--- config.mk ---
export PLATFORM = sky130hd
export DESIGN_NAME = mdu_ctrl
export DESIGN_NICKNAME = d
export VERILOG_FILES = /design/src/rtl/mdu_ctrl_pkg.sv /design/src/rtl/mdu_ctrl_step.sv /design/src/rtl/mdu_ctrl.sv
export SDC_FILE = /design/constraint.sdc
export NUM_CORES = 2
export LEC_CHECK = 0
export CORE_MARGIN = 4
export CORE_UTILIZATION = 45
export CTS_BUF_LIST = sky130_fd_sc_hd__clkbuf_4 sky130_fd_sc_hd__clkbuf_8
export CTS_CLUSTER_DIAMETER = 40
export DETAILED_ROUTE_END_ITERATION = 6
export GPL_TIMING_DRIVEN = 1
export PLACE_DENSITY_LB_ADDON = 0.15
export RECOVER_POWER = 100
export SETUP_SLACK_MARGIN = 0.15
export SLEW_MARGIN = 20
export SYNTH_ARGS = -nofsm -noshare
export SYNTH_HDL_FRONTEND = slang
export SYNTH_SLANG_ARGS = --single-unit
--- constraint.sdc ---
create_clock -name clk -period 4.8 [get_ports clk]
set_input_delay 0.96 -clock clk [delete_from_list [all_inputs] [get_ports clk]]
set_output_delay 0.96 -clock clk [all_outputs]
set_load 0.01 [all_outputs]
--- src/rtl/mdu_ctrl_pkg.sv ---
// Shared types and constants for the iterative multiply/divide sequencer.
// Holds the operation encoding, FSM state encoding, iteration counts and a
// small helper for sign-extending 32-bit word results.
package mdu_ctrl_pkg;

  localparam int MDU_ITER64 = 64;
  localparam int MDU_ITER32 = 32;

  typedef enum logic [2:0] {
    MDU_MUL  = 3'd0,
    MDU_DIV  = 3'd1,
    MDU_DIVU = 3'd2,
    MDU_REM  = 3'd3,
    MDU_REMU = 3'd4
  } mdu_op_t;

  typedef enum logic [1:0] {
    IDLE = 2'd0,
    CALC = 2'd1,
    FIX  = 2'd2,
    DONE = 2'd3
  } mdu_state_t;

  function automatic logic [63:0] sext32(input logic [31:0] v);
    return {{32{v[31]}}, v};
  endfunction

endpackage

--- src/rtl/mdu_ctrl_step.sv ---
// One combinational iteration of the shared datapath: shift-add for multiply,
// restoring shift-subtract for divide. Latency: 0 cycles (pure logic).
// Backpressure: none; the owner decides when to register the outputs.
// Ports: is_div selects the divide step; acc/opa/opb are the current
// accumulator, multiplicand-or-divisor, and multiplier-or-quotient registers.
module mdu_step (
  input  logic        is_div,
  input  logic [63:0] acc,
  input  logic [63:0] opa,
  input  logic [63:0] opb,
  output logic [63:0] acc_nxt,
  output logic [63:0] opa_nxt,
  output logic [63:0] opb_nxt
);

  logic [64:0] shifted;
  logic [64:0] trial;

  always_comb begin
    acc_nxt = acc;
    opa_nxt = opa;
    opb_nxt = opb;
    // Partial remainder is at most 65 bits after the shift, so the trial
    // subtraction is done one bit wider and its MSB is the borrow.
    shifted = {acc, opb[63]};
    trial   = shifted - {1'b0, opa};
    if (is_div) begin
      if (!trial[64]) begin
        acc_nxt = trial[63:0];
        opb_nxt = {opb[62:0], 1'b1};
      end else begin
        acc_nxt = shifted[63:0];
        opb_nxt = {opb[62:0], 1'b0};
      end
    end else begin
      if (opb[0]) begin
        acc_nxt = acc + opa;
      end
      opa_nxt = opa << 1;
      opb_nxt = opb >> 1;
    end
  end

endmodule

--- src/rtl/mdu_ctrl.sv ---
// RV64M multiply/divide sequencer: one op at a time over a shared iterative datapath.
// Latency: N+2 edges from accept to done (N=64, or 32 for word ops); 1 edge for div-by-zero/overflow.
// Backpressure: result held with done=1 until ack; a new op may be accepted in the ack cycle; flush aborts.
// Ports: clk/reset (async active-low); start/op/word/a/b request; flush abort;
// ack result consumed; busy (CALC/FIX), done (DONE), result (registered).
module mdu_ctrl
  import mdu_ctrl_pkg::*;
#(
  parameter int XLEN = 64
) (
  input  logic            clk,
  input  logic            reset,
  input  logic            start,
  input  logic [2:0]      op,
  input  logic            word,
  input  logic [XLEN-1:0] a,
  input  logic [XLEN-1:0] b,
  input  logic            flush,
  input  logic            ack,
  output logic            busy,
  output logic            done,
  output logic [XLEN-1:0] result
);

  mdu_state_t state_q, state_d;
  mdu_op_t    op_q, op_d;
  logic       word_q, word_d;
  logic       sa_q, sa_d;
  logic       sb_q, sb_d;
  logic [5:0] cnt_q, cnt_d;
  logic [63:0] acc_q, acc_d;
  logic [63:0] opa_q, opa_d;
  logic [63:0] opb_q, opb_d;
  logic [63:0] result_q, result_d;

  // Operand preparation for the incoming request.
  mdu_op_t     op_in;
  logic        signed_in, is_div_in;
  logic [63:0] a_ext, b_ext, mag_a, mag_b, min_neg, fast_res;
  logic        neg_a, neg_b, b_zero, ovf, fast, accept;

  always_comb begin
    op_in     = mdu_op_t'(op);
    signed_in = (op_in == MDU_DIV) || (op_in == MDU_REM);
    is_div_in = (op_in != MDU_MUL);
    if (word) begin
      a_ext   = signed_in ? sext32(a[31:0]) : {32'b0, a[31:0]};
      b_ext   = signed_in ? sext32(b[31:0]) : {32'b0, b[31:0]};
      min_neg = 64'hFFFF_FFFF_8000_0000;
    end else begin
      a_ext   = a;
      b_ext   = b;
      min_neg = 64'h8000_0000_0000_0000;
    end
    neg_a  = signed_in && a_ext[63];
    neg_b  = signed_in && b_ext[63];
    mag_a  = neg_a ? -a_ext : a_ext;
    mag_b  = neg_b ? -b_ext : b_ext;
    b_zero = is_div_in && (b_ext == 64'd0);
    ovf    = signed_in && (a_ext == min_neg) && (b_ext == '1);
    fast   = b_zero || ovf;
    if (b_zero) begin
      if ((op_in == MDU_DIV) || (op_in == MDU_DIVU)) begin
        fast_res = '1;
      end else begin
        fast_res = word ? sext32(a_ext[31:0]) : a_ext;
      end
    end else begin
      fast_res = (op_in == MDU_DIV) ? min_neg : 64'd0;
    end
    accept = start && !flush && ((state_q == IDLE) || ((state_q == DONE) && ack));
  end

  // Datapath step.
  logic [63:0] step_acc, step_opa, step_opb;

  mdu_step u_step (
    .is_div  (op_q != MDU_MUL),
    .acc     (acc_q),
    .opa     (opa_q),
    .opb     (opb_q),
    .acc_nxt (step_acc),
    .opa_nxt (step_opa),
    .opb_nxt (step_opb)
  );

  // Sign fix-up and output selection. Divides ran on magnitudes; for word
  // ops the quotient ends in opb[31:0] because the dividend was loaded high.
  logic [63:0] fix_raw, fix_res;

  always_comb begin
    case (op_q)
      MDU_DIV:  fix_raw = (sa_q ^ sb_q) ? -opb_q : opb_q;
      MDU_DIVU: fix_raw = opb_q;
      MDU_REM:  fix_raw = sa_q ? -acc_q : acc_q;
      default:  fix_raw = acc_q;
    endcase
    fix_res = word_q ? sext32(fix_raw[31:0]) : fix_raw;
  end

  // Next-state logic.
  always_comb begin
    state_d  = state_q;
    op_d     = op_q;
    word_d   = word_q;
    sa_d     = sa_q;
    sb_d     = sb_q;
    cnt_d    = cnt_q;
    acc_d    = acc_q;
    opa_d    = opa_q;
    opb_d    = opb_q;
    result_d = result_q;
    if (flush) begin
      state_d = IDLE;
      cnt_d   = 6'd0;
    end else if (accept) begin
      op_d   = op_in;
      word_d = word;
      sa_d   = neg_a;
      sb_d   = neg_b;
      if (is_div_in && fast) begin
        state_d  = DONE;
        result_d = fast_res;
      end else begin
        state_d = CALC;
        cnt_d   = word ? 6'(MDU_ITER32 - 1) : 6'(MDU_ITER64 - 1);
        acc_d   = 64'd0;
        if (op_in == MDU_MUL) begin
          opa_d = a_ext;
          opb_d = b_ext;
        end else begin
          opa_d = mag_b;
          // Word dividends start in the top half so 32 shifts walk every bit.
          opb_d = word ? {mag_a[31:0], 32'b0} : mag_a;
        end
      end
    end else begin
      case (state_q)
        CALC: begin
          acc_d = step_acc;
          opa_d = step_opa;
          opb_d = step_opb;
          if (cnt_q == 6'd0) begin
            state_d = FIX;
          end else begin
            cnt_d = cnt_q - 6'd1;
          end
        end
        FIX: begin
          result_d = fix_res;
          state_d  = DONE;
        end
        DONE: begin
          if (ack) begin
            state_d = IDLE;
          end
        end
        default: ;
      endcase
    end
  end

  always_ff @(posedge clk or negedge reset) begin
    if (!reset) begin
      state_q  <= IDLE;
      op_q     <= MDU_MUL;
      word_q   <= 1'b0;
      sa_q     <= 1'b0;
      sb_q     <= 1'b0;
      cnt_q    <= 6'd0;
      acc_q    <= 64'd0;
      opa_q    <= 64'd0;
      opb_q    <= 64'd0;
      result_q <= 64'd0;
    end else begin
      state_q  <= state_d;
      op_q     <= op_d;
      word_q   <= word_d;
      sa_q     <= sa_d;
      sb_q     <= sb_d;
      cnt_q    <= cnt_d;
      acc_q    <= acc_d;
      opa_q    <= opa_d;
      opb_q    <= opb_d;
      result_q <= result_d;
    end
  end

  assign busy   = (state_q == CALC) || (state_q == FIX);
  assign done   = (state_q == DONE);
  assign result = result_q;

endmodule

==> flow_metrics.tcl <==
set metrics [dict create \
    ys.flop_type "dfrtp_1" \
    cts_root_buf "clkbuf_8" \
    hold_class "register to register" \
    drc 6 \
    grt_max_degree 104 \
    drt_pass1_iterations 7 \
    area_growth_pct 20.4 \
    p_total_w 0.0257 \
    synth_seq_cells 270 \
    rsz0062_at_grt "false" \
    vias 38200 \
    slew_viol_final 115 \
    yosysWarnings 0 \
    worstMarginPinSlew_ps 2830 \
    antenna_left 0 \
    seq_area_frac_synth 0.218 \
    peakVddDrop_mv 0.337 \
    clk_path_buf_depth 3 \
    drt-initial-drc-count 5736 \
    synth_cells 4452 \
    critPathRequiredTime_ps 5320 \
    max-cap-violations 2 \
    pre_cts_slack_ps -49.9 \
    fin_nets 5011 \
    synth_mux_area_frac 0.00766 \
    synthXorXnorAreaFrac 0.0734 \
    p_leak_nw 15.9 \
    dp_hpwl_um 125000 \
    end_kind "register" \
    synth_top_family_by_area "compound AO/OA/AOI/OAI gates" \
    die_x_um 271 \
    via_per_inst 6.75 \
    grt_usage 0.409 \
    fin_crit_sh 0.988 \
    numCtsBuffers 67 \
    yosysUniqueCellTypes 100 \
    syn_area_mm2 0.0310 \
    cts_tree "built" \
    route.detailed.wl_per_inst_um 27.8 \
    start_util 0.458 \
    violations "design-rule violations, max-capacitance violations, max-slew violations" \
    grt-ovfl-total 0 \
    status "finished, violations left" \
    setup_tns_ps 0 \
    fillerInstances 6687 \
    dieArea_mm2 0.0732 \
    antenna_found_initial 13 \
    ys_async_sr_fraction 1.00 \
    crit_start "b[36]" \
    grt_pass1_wl_um 229000 \
    reg2reg_depth 10 \
    reg2reg_to "result[3]$_DFFE_PN0P_" \
    finalHoldViolCount 0 \
    worst_setup_path_start_kind "input pin" \
    setup_slack_ps 59.7 \
    cts_max_level 3 \
    synth_simple_gate_area_share 0.221 \
    port_buffers 202 \
    syn-num-nets 4729 \
    drive_gt1_frac 0.113 \
    core-area_mm2 0.0678 \
    synth_compound_area_frac 0.361 \
    cts_sinks 270 \
    postCtsSetupBuffers 0 \
    synth_area_per_cell_um2 6.97 \
    rows 95 \
    clk_pin_slew_ps 60 \
    place.gp.congestion 1.08 \
    setup-violations-final 0 \
    die_y_um 271 \
    grt_pass1_vias 34800 \
    fin_skew_ps 69.2 \
    drt-total-wl_um 157000 \
    reg2reg_from "state_q[1]$_DFFE_PN0P_" \
    fin_util 0.551 \
    synthAdderAreaFrac 0.0570 \
    crit_arrival_ps 5260 \
    relSlewSlack -0.886 \
    cp_max_fo 12 \
    max_freq_ghz 0.211 \
    clk_latency_ps 690 \
    path_class "input pin to register" \
    reg2reg_slack_ps 310 \
    synth-edff-count 0 \
    fin_hold_ws_ps 477 \
    ios 203 \
    fin_crit_ps 4740 \
    p_per_area_mw_per_mm2 688 \
    critPathCapture "opb_q[0]$_DFFE_PN0P_" \
]
## stage by stage
stage | instances | area, um2
floorplan | 4452 | 31000
global placement | 5538 | 35800
finish | 5665 | 37300
detailed placement | 5538 | 35800
CTS | 5660 | 37400
global route | 5661 | 37300
## power breakdown
part | switching, W | total (W) | leakage (nW) | internal, W
Clock | 0.00133 | 0.00350 | 0.840 | 0.00217
Combinational | 0.0109 | 0.0173 | 11.6 | 0.00645
Sequential | 0.00164 | 0.00484 | 3.41 | 0.00320
Total | 0.0139 | 0.0257 | 15.9 | 0.0118
## layer usage
metal | wire length, um | global-route usage | up-vias
met2 | 64100 | 0.595 | 2711
met3 | 21000 | 0.112 | 546
met4 | 9610 | 0.199 | 6
li1 | - | - | 17000
met1 | 62700 | 0.558 | 17900
met5 | 45 | 0 | -
## layout make-up
class | instances | area [um2] | area share
clock buffers | 94 | 1190 | 0.0318
flip-flops and latches | 270 | 6760 | 0.181
inverters | 135 | 507 | 0.0136
clock inverters | 28 | 465 | 0.0125
diodes | 5 | 12.5 | 0.000335
multi-input cells | 3695 | 22400 | 0.600
well taps | 873 | 1090 | 0.0292
repair buffers | 565 | 4920 | 0.132
## cells in the mapped netlist, drive strengths merged (13+ instances only)
library cell	instances	area, um2
a31oi	62	394
xnor2	138	1210
a21o	134	1010
a221o	14	140
or2	19	119
and3	27	169
o21bai	17	128
o221ai	23	201
o211ai	44	330
o31a	13	114
clkbuf	286	1070
o21ai	523	2630
inv	134	503
or4	29	225
and2	19	121
nor2	366	1380
a22oi	23	173
o21a	22	165
nand2	570	2140
nand2b	32	200
nor3	115	581
a211oi	127	958
nand3	71	355
mux2i	17	170
buf	66	353
nand4	58	363
a311oi	46	403
a221oi	35	313
o22ai	38	238
o31ai	57	428
dfrtp	270	6760
nor4	46	324
ha	138	1730
xor2	122	1070
or3	50	313
a21oi	504	2530
nor2b	34	213
o41ai	14	130
## timing repair
item / in CTS / in global routing
pin swaps: 0 / 0
resized for setup: 1 / 2
setup endpoints to repair: 1 / 2
hold buffers: 0 / 0
## sequential cells by signal (all words and copies together), names as in the netlist
register  flops
sb_q          1
sa_q          1
cnt_q         6
opb_q        64
op_q          3
word_q        1
acc_q        64
opa_q        64
result       64
state_q       2
## critical path: stages
cell	delay, ps
clkdlybuf4s50_1	590
nor3_1	840
a21oi_1	230
or4b_4	570
nor4_1	460
a31oi_1	260
and2_0	370
o21ai_4	230
buf_12	200
clkbuf_1	250
a311oi_1	80
a21o_1	180
## worst min-delay path by stage
stage | end | cells past startpoint | slack, ps | start
finish | result[9]$_DFFE_PN0P_ | 2 | 480 | result[9]$_DFFE_PN0P_
global route | result[19]$_DFFE_PN0P_ | 2 | 500 | result[19]$_DFFE_PN0P_
CTS | acc_q[27]$_DFFE_PN0P_ | 1 | 340 | reset
detailed placement | result[9]$_DFFE_PN0P_ | 2 | 470 | result[9]$_DFFE_PN0P_
global placement | result[19]$_DFFE_PN0P_ | 2 | 460 | result[19]$_DFFE_PN0P_
floorplan | opa_q[63]$_DFFE_PN0P_ | 2 | 450 | opa_q[63]$_DFFE_PN0P_
## logic make-up after synthesis
| kind of cell | Yosys count |
|---|---|
| multiplexers | 22 |
| adder cells (fa/ha/maj) | 140 |
| XOR/XNOR | 260 |
| AND/OR/NAND/NOR | 1477 |
| AO/OA/AOI/OAI | 1796 |
| buffers and inverters | 487 |
| flip-flops | 270 |
## placed cells by master (no fill, tap or decap), types with 46 or more instances in the layout
master and count:
a21oi_1 499, buf_4 327, dlygate4sd3_1 67, dfrtp_1 269, a311oi_1 46, o21ai_0 517, clkdlybuf4s50_1 133, nand3_1 71
o31ai_1 57, ha_1 138, nand4_1 58, nor2_1 362, nor3_1 111, xnor2_1 137, xor2_1 121, clkbuf_8 77
nand2_1 570, or3_1 48, a31oi_1 62, a211oi_1 126, a21o_1 133, inv_1 133
Note: power is estimated with default switching activity, not from simulation.
